File: config.mk
export PLATFORM = sky130hd
export DESIGN_NAME = time_counter_flat
export DESIGN_NICKNAME = d
export VERILOG_FILES = /design/src/rtl/clock_pkg.sv /design/src/rtl/time_counter_if.sv /design/src/rtl/bcd_field_counter.sv /design/src/rtl/time_counter.sv /design/src/flat_wrapper.sv
export SDC_FILE = /design/constraint.sdc
export NUM_CORES = 1
export LEC_CHECK = 0
export CAP_MARGIN = 15
export CORE_MARGIN = 5
export CORE_UTILIZATION = 41
export CTS_CLUSTER_DIAMETER = 80
export CTS_CLUSTER_SIZE = 14
export DETAILED_ROUTE_END_ITERATION = 7
export PLACE_DENSITY = 0.71
export SLEW_MARGIN = 20
export SYNTH_ARGS = -nofsm -noshare
export SYNTH_HDL_FRONTEND = slang
export SYNTH_SLANG_ARGS = --single-unit
File: constraint.sdc
create_clock -name CLK -period 7.89 [get_ports CLK]
set_clock_uncertainty 0.2 [all_clocks]
set_input_delay 1.1835 -clock CLK [delete_from_list [all_inputs] [get_ports CLK]]
set_output_delay 1.1835 -clock CLK [all_outputs]
set_load 0.03 [all_outputs]
File: src/rtl/clock_pkg.sv
// Shared types, field limits and reset values for the run-time time counter.
package clock_pkg;

    typedef logic [3:0] bcd_t;

    localparam int unsigned SEC_MAX  = 59;
    localparam int unsigned MIN_MAX  = 59;
    localparam int unsigned HOUR_MAX = 23;
    localparam int unsigned DAY_MIN  = 1;

    localparam int unsigned SEC_RST  = 0;
    localparam int unsigned MIN_RST  = 0;
    localparam int unsigned HOUR_RST = 0;
    localparam int unsigned DAY_RST  = DAY_MIN;

    // Numeric value of a digit pair; a ones digit above 9 counts as 9.
    function automatic logic [7:0] bcd_value(input bcd_t tens, input bcd_t ones);
        bcd_t ones_sat;
        ones_sat = (ones > 4'd9) ? 4'd9 : ones;
        return ({4'd0, tens} * 8'd10) + {4'd0, ones_sat};
    endfunction

endpackage

File: src/rtl/time_counter_if.sv
// Set digits in from the time-set block, running time and pulses out to display.
interface time_counter_if;
    import clock_pkg::*;

    logic SET;
    bcd_t SSEC0, SSEC1, SMIN0, SMIN1, SHOUR0, SHOUR1, SDAY0, SDAY1;
    bcd_t SEC0, SEC1, MIN0, MIN1, HOUR0, HOUR1, DAY0, DAY1;
    logic SEC_TICK;
    logic DAY_ROLL;

    modport master (
        output SET, SSEC0, SSEC1, SMIN0, SMIN1, SHOUR0, SHOUR1, SDAY0, SDAY1,
        input  SEC0, SEC1, MIN0, MIN1, HOUR0, HOUR1, DAY0, DAY1, SEC_TICK, DAY_ROLL
    );

    modport slave (
        input  SET, SSEC0, SSEC1, SMIN0, SMIN1, SHOUR0, SHOUR1, SDAY0, SDAY1,
        output SEC0, SEC1, MIN0, MIN1, HOUR0, HOUR1, DAY0, DAY1, SEC_TICK, DAY_ROLL
    );

endinterface

File: src/rtl/bcd_field_counter.sv
// Two-digit BCD field: loadable, increments on inc, wraps to MIN_VAL with carry.
module bcd_field_counter
    import clock_pkg::*;
#(
    parameter int unsigned MAX_TENS = 5,
    parameter int unsigned MAX_ONES = 9,
    parameter int unsigned MIN_VAL  = 0,
    parameter int unsigned RST_VAL  = MIN_VAL
) (
    input  logic CLK,
    input  logic RSTN,
    input  logic load,
    input  bcd_t load_tens,
    input  bcd_t load_ones,
    input  logic inc,
    output bcd_t tens,
    output bcd_t ones,
    output logic carry
);

    localparam logic [7:0] MAX_CODE = 8'(MAX_TENS * 10 + MAX_ONES);
    localparam bcd_t MIN_TENS = 4'(MIN_VAL / 10);
    localparam bcd_t MIN_ONES = 4'(MIN_VAL % 10);
    localparam bcd_t RST_TENS = 4'(RST_VAL / 10);
    localparam bcd_t RST_ONES = 4'(RST_VAL % 10);

    logic at_max;
    bcd_t tens_nxt;
    bcd_t ones_nxt;

    // Next value on increment; anything at or beyond the limit (including
    // out-of-range loads) wraps to the minimum.
    always_comb begin
        at_max   = (bcd_value(tens, ones) >= MAX_CODE);
        tens_nxt = tens;
        ones_nxt = ones;
        if (at_max) begin
            tens_nxt = MIN_TENS;
            ones_nxt = MIN_ONES;
        end else if (ones >= 4'd9) begin
            tens_nxt = tens + 4'd1;
            ones_nxt = '0;
        end else begin
            ones_nxt = ones + 4'd1;
        end
    end

    assign carry = inc & at_max;

    // Digit register: reset, then load, then increment.
    always_ff @(posedge CLK) begin
        if (!RSTN) begin
            tens <= RST_TENS;
            ones <= RST_ONES;
        end else if (load) begin
            tens <= load_tens;
            ones <= load_ones;
        end else if (inc) begin
            tens <= tens_nxt;
            ones <= ones_nxt;
        end
    end

endmodule

File: src/rtl/time_counter.sv
// Run-time timekeeping: 1 s prescaler, sec/min/hour/day BCD carry chain, pulses.
module time_counter
    import clock_pkg::*;
#(
    parameter int unsigned TICK_DIV = 50000000,
    parameter int unsigned DAY_MAX  = 31
) (
    input  logic           CLK,
    input  logic           RSTN,
    time_counter_if.slave  bus
);

    localparam int unsigned      CNT_W    = $clog2(TICK_DIV);
    localparam logic [CNT_W-1:0] CNT_LAST = CNT_W'(TICK_DIV - 1);

    logic [CNT_W-1:0] cnt;
    logic             tick;
    logic             c_sec, c_min, c_hour, c_day;
    bcd_t             sec0, sec1, min0, min1, hour0, hour1, day0, day1;
    logic             sec_tick_q, day_roll_q;

    assign tick = !bus.SET && (cnt == CNT_LAST);

    // Prescaler: held at 0 while loading, wraps at TICK_DIV-1.
    always_ff @(posedge CLK) begin
        if (!RSTN || bus.SET) begin
            cnt <= '0;
        end else if (cnt == CNT_LAST) begin
            cnt <= '0;
        end else begin
            cnt <= cnt + 1'b1;
        end
    end

    bcd_field_counter #(
        .MAX_TENS(SEC_MAX / 10), .MAX_ONES(SEC_MAX % 10), .MIN_VAL(0), .RST_VAL(SEC_RST)
    ) u_sec (
        .CLK(CLK), .RSTN(RSTN), .load(bus.SET), .load_tens(bus.SSEC1), .load_ones(bus.SSEC0),
        .inc(tick), .tens(sec1), .ones(sec0), .carry(c_sec)
    );

    bcd_field_counter #(
        .MAX_TENS(MIN_MAX / 10), .MAX_ONES(MIN_MAX % 10), .MIN_VAL(0), .RST_VAL(MIN_RST)
    ) u_min (
        .CLK(CLK), .RSTN(RSTN), .load(bus.SET), .load_tens(bus.SMIN1), .load_ones(bus.SMIN0),
        .inc(c_sec), .tens(min1), .ones(min0), .carry(c_min)
    );

    bcd_field_counter #(
        .MAX_TENS(HOUR_MAX / 10), .MAX_ONES(HOUR_MAX % 10), .MIN_VAL(0), .RST_VAL(HOUR_RST)
    ) u_hour (
        .CLK(CLK), .RSTN(RSTN), .load(bus.SET), .load_tens(bus.SHOUR1), .load_ones(bus.SHOUR0),
        .inc(c_min), .tens(hour1), .ones(hour0), .carry(c_hour)
    );

    bcd_field_counter #(
        .MAX_TENS(DAY_MAX / 10), .MAX_ONES(DAY_MAX % 10), .MIN_VAL(DAY_MIN), .RST_VAL(DAY_RST)
    ) u_day (
        .CLK(CLK), .RSTN(RSTN), .load(bus.SET), .load_tens(bus.SDAY1), .load_ones(bus.SDAY0),
        .inc(c_hour), .tens(day1), .ones(day0), .carry(c_day)
    );

    // Pulse registers, aligned with the digit update they accompany.
    always_ff @(posedge CLK) begin
        if (!RSTN || bus.SET) begin
            sec_tick_q <= 1'b0;
            day_roll_q <= 1'b0;
        end else begin
            sec_tick_q <= tick;
            day_roll_q <= c_day;
        end
    end

    assign bus.SEC0     = sec0;
    assign bus.SEC1     = sec1;
    assign bus.MIN0     = min0;
    assign bus.MIN1     = min1;
    assign bus.HOUR0    = hour0;
    assign bus.HOUR1    = hour1;
    assign bus.DAY0     = day0;
    assign bus.DAY1     = day1;
    assign bus.SEC_TICK = sec_tick_q;
    assign bus.DAY_ROLL = day_roll_q;

endmodule
File: src/flat_wrapper.sv
// flat-port wrapper written by rule: the top's interface ports become plain ports
module time_counter_flat import clock_pkg::*;
#(
    parameter int unsigned TICK_DIV = 50000000,
    parameter int unsigned DAY_MAX  = 31
)
  (CLK, RSTN, bus_SET, bus_SSEC0, bus_SSEC1, bus_SMIN0, bus_SMIN1, bus_SHOUR0, bus_SHOUR1, bus_SDAY0, bus_SDAY1, bus_SEC0, bus_SEC1, bus_MIN0, bus_MIN1, bus_HOUR0, bus_HOUR1, bus_DAY0, bus_DAY1, bus_SEC_TICK, bus_DAY_ROLL);
  time_counter_if bus_i ();
  input  logic CLK;
  input  logic RSTN;
  input wire logic [$bits(bus_i.SET)-1:0] bus_SET;
  input wire logic [$bits(bus_i.SSEC0)-1:0] bus_SSEC0;
  input wire logic [$bits(bus_i.SSEC1)-1:0] bus_SSEC1;
  input wire logic [$bits(bus_i.SMIN0)-1:0] bus_SMIN0;
  input wire logic [$bits(bus_i.SMIN1)-1:0] bus_SMIN1;
  input wire logic [$bits(bus_i.SHOUR0)-1:0] bus_SHOUR0;
  input wire logic [$bits(bus_i.SHOUR1)-1:0] bus_SHOUR1;
  input wire logic [$bits(bus_i.SDAY0)-1:0] bus_SDAY0;
  input wire logic [$bits(bus_i.SDAY1)-1:0] bus_SDAY1;
  output wire logic [$bits(bus_i.SEC0)-1:0] bus_SEC0;
  output wire logic [$bits(bus_i.SEC1)-1:0] bus_SEC1;
  output wire logic [$bits(bus_i.MIN0)-1:0] bus_MIN0;
  output wire logic [$bits(bus_i.MIN1)-1:0] bus_MIN1;
  output wire logic [$bits(bus_i.HOUR0)-1:0] bus_HOUR0;
  output wire logic [$bits(bus_i.HOUR1)-1:0] bus_HOUR1;
  output wire logic [$bits(bus_i.DAY0)-1:0] bus_DAY0;
  output wire logic [$bits(bus_i.DAY1)-1:0] bus_DAY1;
  output wire logic [$bits(bus_i.SEC_TICK)-1:0] bus_SEC_TICK;
  output wire logic [$bits(bus_i.DAY_ROLL)-1:0] bus_DAY_ROLL;
  assign bus_i.SET = bus_SET;
  assign bus_i.SSEC0 = bus_SSEC0;
  assign bus_i.SSEC1 = bus_SSEC1;
  assign bus_i.SMIN0 = bus_SMIN0;
  assign bus_i.SMIN1 = bus_SMIN1;
  assign bus_i.SHOUR0 = bus_SHOUR0;
  assign bus_i.SHOUR1 = bus_SHOUR1;
  assign bus_i.SDAY0 = bus_SDAY0;
  assign bus_i.SDAY1 = bus_SDAY1;
  assign bus_SEC0 = bus_i.SEC0;
  assign bus_SEC1 = bus_i.SEC1;
  assign bus_MIN0 = bus_i.MIN0;
  assign bus_MIN1 = bus_i.MIN1;
  assign bus_HOUR0 = bus_i.HOUR0;
  assign bus_HOUR1 = bus_i.HOUR1;
  assign bus_DAY0 = bus_i.DAY0;
  assign bus_DAY1 = bus_i.DAY1;
  assign bus_SEC_TICK = bus_i.SEC_TICK;
  assign bus_DAY_ROLL = bus_i.DAY_ROLL;
  time_counter #(.TICK_DIV(TICK_DIV), .DAY_MAX(DAY_MAX)) u_core (.CLK(CLK), .RSTN(RSTN), .bus(bus_i));
endmodule
==> flow_summary_export.csv, run 1 <==
group,metric,value,unit
outcome,status,"finished clean",
detailed_routing,post_drt_via_cell_ratio,5.73,
grt,grt_pass1_vias,4202,
synthesis,yosys_warnings,0,
power,seqPwrFrac,34.7,%
synthesis,post_synth.cell_area_avg,8.15,um2
power,switchingPower,282,uW
synthesis,synth_seq_cells,60,
floorplanning,die-width,116,um
timing,slew_headroom,30.5,%
critical_path,cp-start-kind,"register",
critical_path,worstPathRequired,7.90,ns
cts,clkSlewWorstSetupHoldPaths,0.05,ns
floorplanning,pin_count,69,
finish,seqCellArea,0.00120,mm2
timing,tightest_slew,1.04,ns
synthesis,synth_edf_count,0,
detailed_routing,met1_length,5630,um
cts,clockRootBuffer,"clkbuf_16",
timing,layout_min_cycle_time,4.55,ns
grt,grt_first_pass_wirelength,20200,um
floorplanning,start_util,42.3,%
finish,multi_input_area,0.00321,mm2
grt,overflow,0,
grt,antenna_found_initial,0,
placed_design,gp_congestion,0.825,
min_path,holdCritStartpoint,"u_core.cnt[0]",
timing,fin_crit_sh,57.6,%
min_path,hold_class,"reg2reg",
power,ir_drop,0.110,mV
power,comb_power_share,22.0,%
placed_design,hpwl,8880,um
detailed_routing,dr_wl_met2,5590,um
power,pwr-share-clk,43.3,%
finish,nFillCells,1024,
critical_path,worstSetupStartpoint,"u_core.u_min.ones[0]",
floorplanning,core,0.0110,mm2
detailed_routing,met3WireLength,593,um
synthesis,syn-num-nets,658,
finish,diodes,0,
detailed_routing,post-route-drc-count,0,
synthesis,ys_seq_area_share,25.9,%
cts,clk_latency,0.33,ns
critical_path,slowest_stage,"a2111oi_2",
power,p_per_area,170,mW/mm2
synthesis,ys_async_sr_fraction,0,%
timing,max_freq,0.220,GHz
critical_path,rr_startpoint,"u_core.u_min.ones[0]",
timing,hold_viol,0,
critical_path,critical_path_arrival,4.56,ns
timing,rsz0062_at_grt,"no",
finish,drive_above_1_share,4.42,%
cts,max-clock-path-buffers,2,
cts,cts_hold_buf,0,
power,swShare,29.0,%
detailed_routing,drtPass1Iterations,5,
floorplanning,die_h,116,um
power,leakage,0.00232,uW
detailed_routing,via_count,4435,
grt,grtUsageTotal,18.4,%
flow_run,maxCapViolCount,0,
timing,finalSetupTns,0,ns
cts,cts_sinks,60,
power,p_int,693,uW
critical_path,path_cells,"ha_1 -> nor2_1 -> o21ai_0 -> and2_1 -> ha_1 -> inv_1 -> fa_1 -> xnor2_1 -> nand3_1 -> a2111oi_2 -> a211oi_2 -> a2111oi_2 -> a21boi_0 -> o311a_1",
cts,cts_buffers,9,
timing,worst_hold_slack,0.289,ns
cts,cts_setup_buffers,0,
floorplanning,row_count,38,
detailed_routing,drt-wirelength-per-cell,15.6,um
synthesis,syn_inst,570,
synthesis,ys.flop_type,"dfxtp_1",
floorplanning,die_area,0.0136,mm2
cts,cts_tree,"built",
grt,grt_max_degree,49,
synthesis,syn_area,0.00465,mm2
finish,syn2layout_area_growth,23.4,%
detailed_routing,ant_nets,0,
placed_design,portBuffers,68,
critical_path,critical_path_class,"reg2reg",
detailed_routing,first_iter_violations,333,
critical_path,crit_path_end_kind,"register",
timing,setup_violations,0,
critical_path,crit_fanout,15,
detailed_routing,wirelength,12100,um
cts,h-tree-depth,3,
cts,ctsResizeCount,0,
timing,slew_violations,0,
finish,nets,717,
finish,fin_util,52.2,%
synthesis,ys_types,66,
critical_path,slowest_delay,0.98,ns
detailed_routing,top_layer,"met4",
## cell usage after synthesis, drive strengths merged, types with 5 or more instances
cell / count / area, um2
a2111oi: 5 / 56.3
a211oi: 8 / 65.1
a21o: 9 / 67.6
a21oi: 25 / 125
a31oi: 9 / 56.3
and2: 6 / 37.5
and3: 9 / 56.3
and4: 6 / 52.6
clkbuf: 18 / 68.8
dfxtp: 60 / 1200
fa: 8 / 160
ha: 45 / 563
inv: 37 / 139
mux2i: 8 / 80.1
nand2: 52 / 195
nand2b: 7 / 43.8
nand3: 26 / 130
nand3b: 5 / 37.5
nand4: 12 / 75.1
nor2: 61 / 229
nor2b: 8 / 50.1
nor3: 6 / 30.0
o211ai: 7 / 52.6
o21ai: 18 / 90.1
o221a: 5 / 56.3
o31ai: 5 / 37.5
xnor2: 13 / 114
xor2: 20 / 175
## final cells by class
class | count | share of cell area (%)
tap | 140 | 3.06
clock inverter | 4 | 1.27
inverter | 37 | 2.42
clock buffer | 12 | 4.30
timing repair buffer | 69 | 11.9
sequential | 60 | 21.0
multi-input combinational | 452 | 56.1
## sequential cells by signal, indices dropped and copies added (netlist names)
register / flops
u_core.bus.SEC_TICK: 1
u_core.u_day.tens: 4
u_core.cnt: 26
u_core.u_sec.ones: 4
u_core.u_min.tens: 4
u_core.u_hour.ones: 4
u_core.bus.DAY_ROLL: 1
u_core.u_hour.tens: 4
u_core.u_sec.tens: 4
u_core.u_min.ones: 4
u_core.u_day.ones: 4
## per-stage QoR
stage          area [um2]  setup WS (ns)  std cells  power (uW)
2_1_floorplan        4650           3.94        570         482
3_3_place_gp         5410           3.55        758         550
3_5_place_dp         5410           3.36        758         557
4_1_cts              5730           3.31        774         983
5_1_grt              5730           3.00        774        1020
6_report             5730           3.34        774         975
## power groups by stage
stage                     sequential, uW  combinational, uW  clock, uW
after floorplan                      360                122          0
after global placement               344                206          0
after detailed placement             344                212          0
after CTS                            338                215        431
after global routing                 341                238        444
final                                338                214        423
## worst max-delay path: cells and delay by family, from the launching register on
family | cells | cell delay [ns]
AO/OA/AOI/OAI | 6 | 2.39
adder cells (fa/ha/maj) | 3 | 0.82
flip-flops | 1 | 0.46
AND/OR/NAND/NOR | 3 | 0.34
XOR/XNOR | 1 | 0.15
buffers and inverters | 1 | 0.07
## per-layer routing
| metal | track usage, % | up-vias |
|---|---|---|
| met3 | 3.94 | 27 |
| li1 | - | 2203 |
| met5 | 0 | - |
| met4 | 6.88 | 0 |
| met1 | 23.9 | 2110 |
| met2 | 29.9 | 95 |
## cell families (layout without fill, tap and decap cells)
kind of cell / after synthesis / after routing / share of synthesized area (%)
flip-flops: 60 / 60 / 25.9
multiplexers: 8 / 8 / 1.72
XOR/XNOR: 33 / 33 / 6.22
AO/OA/AOI/OAI: 137 / 137 / 21.8
buffers and inverters: 58 / 122 / 4.98
adder cells (fa/ha/maj): 53 / 53 / 15.6
AND/OR/NAND/NOR: 221 / 221 / 23.9
## final timing paths
kind                               end  slack, ns  depth (start not counted)
hold / removal           u_core.cnt[0]       0.29                          1
hold reg to reg          u_core.cnt[0]       0.29                          1
setup / recovery  u_core.u_day.ones[2]       3.34                         14
setup reg to reg  u_core.u_day.ones[2]       3.34                         14
## cell usage in the layout (no fill, tap or decap), types with 4 or more instances in the layout
master / count
and4_1: 6
dfxtp_1: 60
nor3_1: 6
o21ai_0: 18
nand3b_1: 5
and3_1: 9
nor4_1: 4
nor2b_1: 8
clkbuf_16: 9
nand4_1: 12
nand2b_1: 7
o211ai_1: 7
a31oi_1: 9
o311a_1: 4
fa_1: 8
a21oi_1: 25
o41ai_1: 4
o31ai_1: 5
clkdlybuf4s50_1: 67
nand2_1: 52
o221a_2: 4
a21o_1: 9
mux2i_1: 8
or3_1: 4
nand3_1: 26
a211oi_1: 7
a211o_1: 4
xnor2_1: 13
xor2_1: 20
nor2_1: 61
ha_1: 45
inv_1: 37
and2_1: 6
(Power assumes the default switching activity.)
==> inputs of run 2 (changes only) <==
--- a/config.mk
+++ b/config.mk
@@ -11,7 +11,7 @@
 export CTS_CLUSTER_DIAMETER = 80
 export CTS_CLUSTER_SIZE = 14
 export DETAILED_ROUTE_END_ITERATION = 7
-export PLACE_DENSITY = 0.71
+export PLACE_DENSITY = 0.74
 export SLEW_MARGIN = 20
 export SYNTH_ARGS = -nofsm -noshare
 export SYNTH_HDL_FRONTEND = slang
==> constraint.sdc (replaced) <==
create_clock -name CLK -period 3.9 [get_ports CLK]
set_clock_uncertainty 0.2 [all_clocks]
set_input_delay 0.585 -clock CLK [delete_from_list [all_inputs] [get_ports CLK]]
set_output_delay 0.585 -clock CLK [all_outputs]
set_load 0.03 [all_outputs]
==> run 2 against run 1 <==
Against the previous run: first-iteration DRC count down 36%; clock-buffer cell count up 1; utilization up 3.3 points; largest cell class unchanged.
==> flow_summary_export.csv, run 2 (synthesis gave the netlist of run 1 again) <==
group,metric,value,unit
floorplanning,die_h,116,um
critical_path,crit_path_end_kind,"register",
grt,grt_max_degree,40,
floorplanning,core,0.0110,mm2
floorplanning,die-width,116,um
timing,layout_setup_ws,0.149,ns
critical_path,critical_path_arrival,3.82,ns
power,swShare,29.6,%
timing,setup_violations,0,
power,seqPwrFrac,33.2,%
cts,cts_hold_buf,0,
cts,clockRootBuffer,"clkbuf_16",
finish,top_register,"u_core.cnt",
detailed_routing,post_drt_via_cell_ratio,5.71,
timing,finalSetupTns,0,ns
outcome,status,"finished clean",
cts,cts_tree,"built",
power,leakage,0.00251,uW
cts,cts_buffers,9,
timing,hold_viol,0,
cts,h-tree-depth,3,
floorplanning,die_area,0.0136,mm2
finish,seqCellArea,0.00121,mm2
cts,cts_sinks,60,
timing,tightest_slew,0.780,ns
finish,drive_above_1_share,11.7,%
timing,layout_min_cycle_time,3.75,ns
finish,nFillCells,981,
timing,slew_violations,0,
floorplanning,row_count,38,
finish,fin_util,55.4,%
detailed_routing,first_iter_violations,212,
timing,fin_crit_sh,96.2,%
power,comb_power_share,25.0,%
flow_run,maxCapViolCount,0,
critical_path,cp-start-kind,"register",
timing,rsz0062_at_grt,"yes",
finish,multi_input_area,0.00333,mm2
cts,clkSlewWorstSetupHoldPaths,0.05,ns
detailed_routing,post-route-drc-count,0,
cts,max-clock-path-buffers,2,
placed_design,dpl_cell_area,0.00562,mm2
floorplanning,pin_count,69,
placed_design,gp_congestion,0.924,
critical_path,worstPathRequired,3.97,ns
finish,syn2layout_area_growth,31.1,%
power,switchingPower,600,uW
detailed_routing,via_count,4600,
finish,largest_reg_flops,26,
finish,finish.instance_area,0.00609,mm2
critical_path,critical_path_class,"reg2reg",
power,ir_drop,0.161,mV
detailed_routing,drtPass1Iterations,5,
grt,grt_first_pass_wirelength,21100,um
grt,grt_pass1_vias,4489,
placed_design,place_ws,-0.0628,ns
grt,antenna_found_initial,0,
finish,diodes,0,
placed_design,portBuffers,68,
min_path,hold_class,"reg2reg",
finish,layout_common_cells,"67 x clkdlybuf4s50_1, 60 x nor2_1, 57 x dfxtp_1, 51 x nand2_1, 44 x ha_1",
detailed_routing,drt-wirelength-per-cell,15.7,um
placed_design,hpwl,9350,um
floorplanning,start_util,42.3,%
finish,mostFrequentLayoutCell,"clkdlybuf4s50_1",
power,pwr-share-clk,41.8,%
critical_path,crit_fanout,5,
grt,grtUsageTotal,19.3,%
grt,overflow,0,
timing,worst_hold_slack,0.300,ns
timing,max_freq,0.267,GHz
finish,nets,748,
power,p_per_area,332,mW/mm2
detailed_routing,ant_nets,0,
cts,clk_latency,0.34,ns
power,p_int,1420,uW
detailed_routing,wirelength,12600,um
timing,slew_headroom,47.9,%
## run 2: critical path: stages (launching register included)
cell	delay, ns
dfxtp_2	0.35
inv_1	0.05
ha_1	0.22
nor2_2	0.12
o21ai_2	0.09
and2_1	0.16
ha_1	0.21
inv_1	0.08
fa_2	0.44
nor2b_1	0.17
a2111oi_4	0.43
a211oi_4	0.10
buf_4	0.15
or2_2	0.29
or4_1	0.47
a31oi_1	0.13
## run 2: power by group through the flow
stage	Combinational [uW]	Clock, uW	Sequential (uW)
after floorplan	248	0	728
after detailed placement	475	0	682
final	505	846	672
after global placement	461	0	681
after CTS	484	858	670
after global routing	555	892	675
## run 2: cell type report
type / instances / share of cell area, %
Sequential cell: 60 / 19.8
Clock inverter: 3 / 0.699
Inverter: 37 / 2.28
Clock buffer: 13 / 4.60
Timing Repair Buffer: 100 / 15.1
Multi-Input combinational cell: 452 / 54.6
Tap cell: 140 / 2.88
## run 2: path summary, 6_finish.rpt
check                                           from                     to  slack [ns]  cells past startpoint
worst min register to register         u_core.cnt[0]          u_core.cnt[0]        0.30                      1
worst min-delay path                   u_core.cnt[0]          u_core.cnt[0]        0.30                      1
worst max-delay path            u_core.u_min.ones[0]  u_core.u_hour.ones[2]        0.15                     15
worst max register to register  u_core.u_min.ones[0]  u_core.u_hour.ones[2]        0.15                     15
## run 2: metal layers
layer | vias to the layer above | GRT usage [%] | part of all wire, %
li1 | 2260 | - | -
met5 | - | 0 | 0
met2 | 124 | 31.2 | 46
met3 | 18 | 3.94 | 5.9
met4 | 0 | 6.81 | 1.7
met1 | 2198 | 25.6 | 46
## run 2: stage by stage
stage          total power (uW)  std cells
2_1_floorplan               976        570
3_3_place_gp               1140        785
3_5_place_dp               1160        785
4_1_cts                    2010        801
5_1_grt                    2120        805
6_report                   2020        805
## run 2: timing repair
| action | CTS | global route |
|---|---|---|
| resized for setup | 5 | 19 |
| pin swaps | 1 | 5 |
| buffers inserted | 0 | 4 |
| endpoints found under the setup margin | 6 | 30 |
| hold endpoints to repair | 0 | 0 |
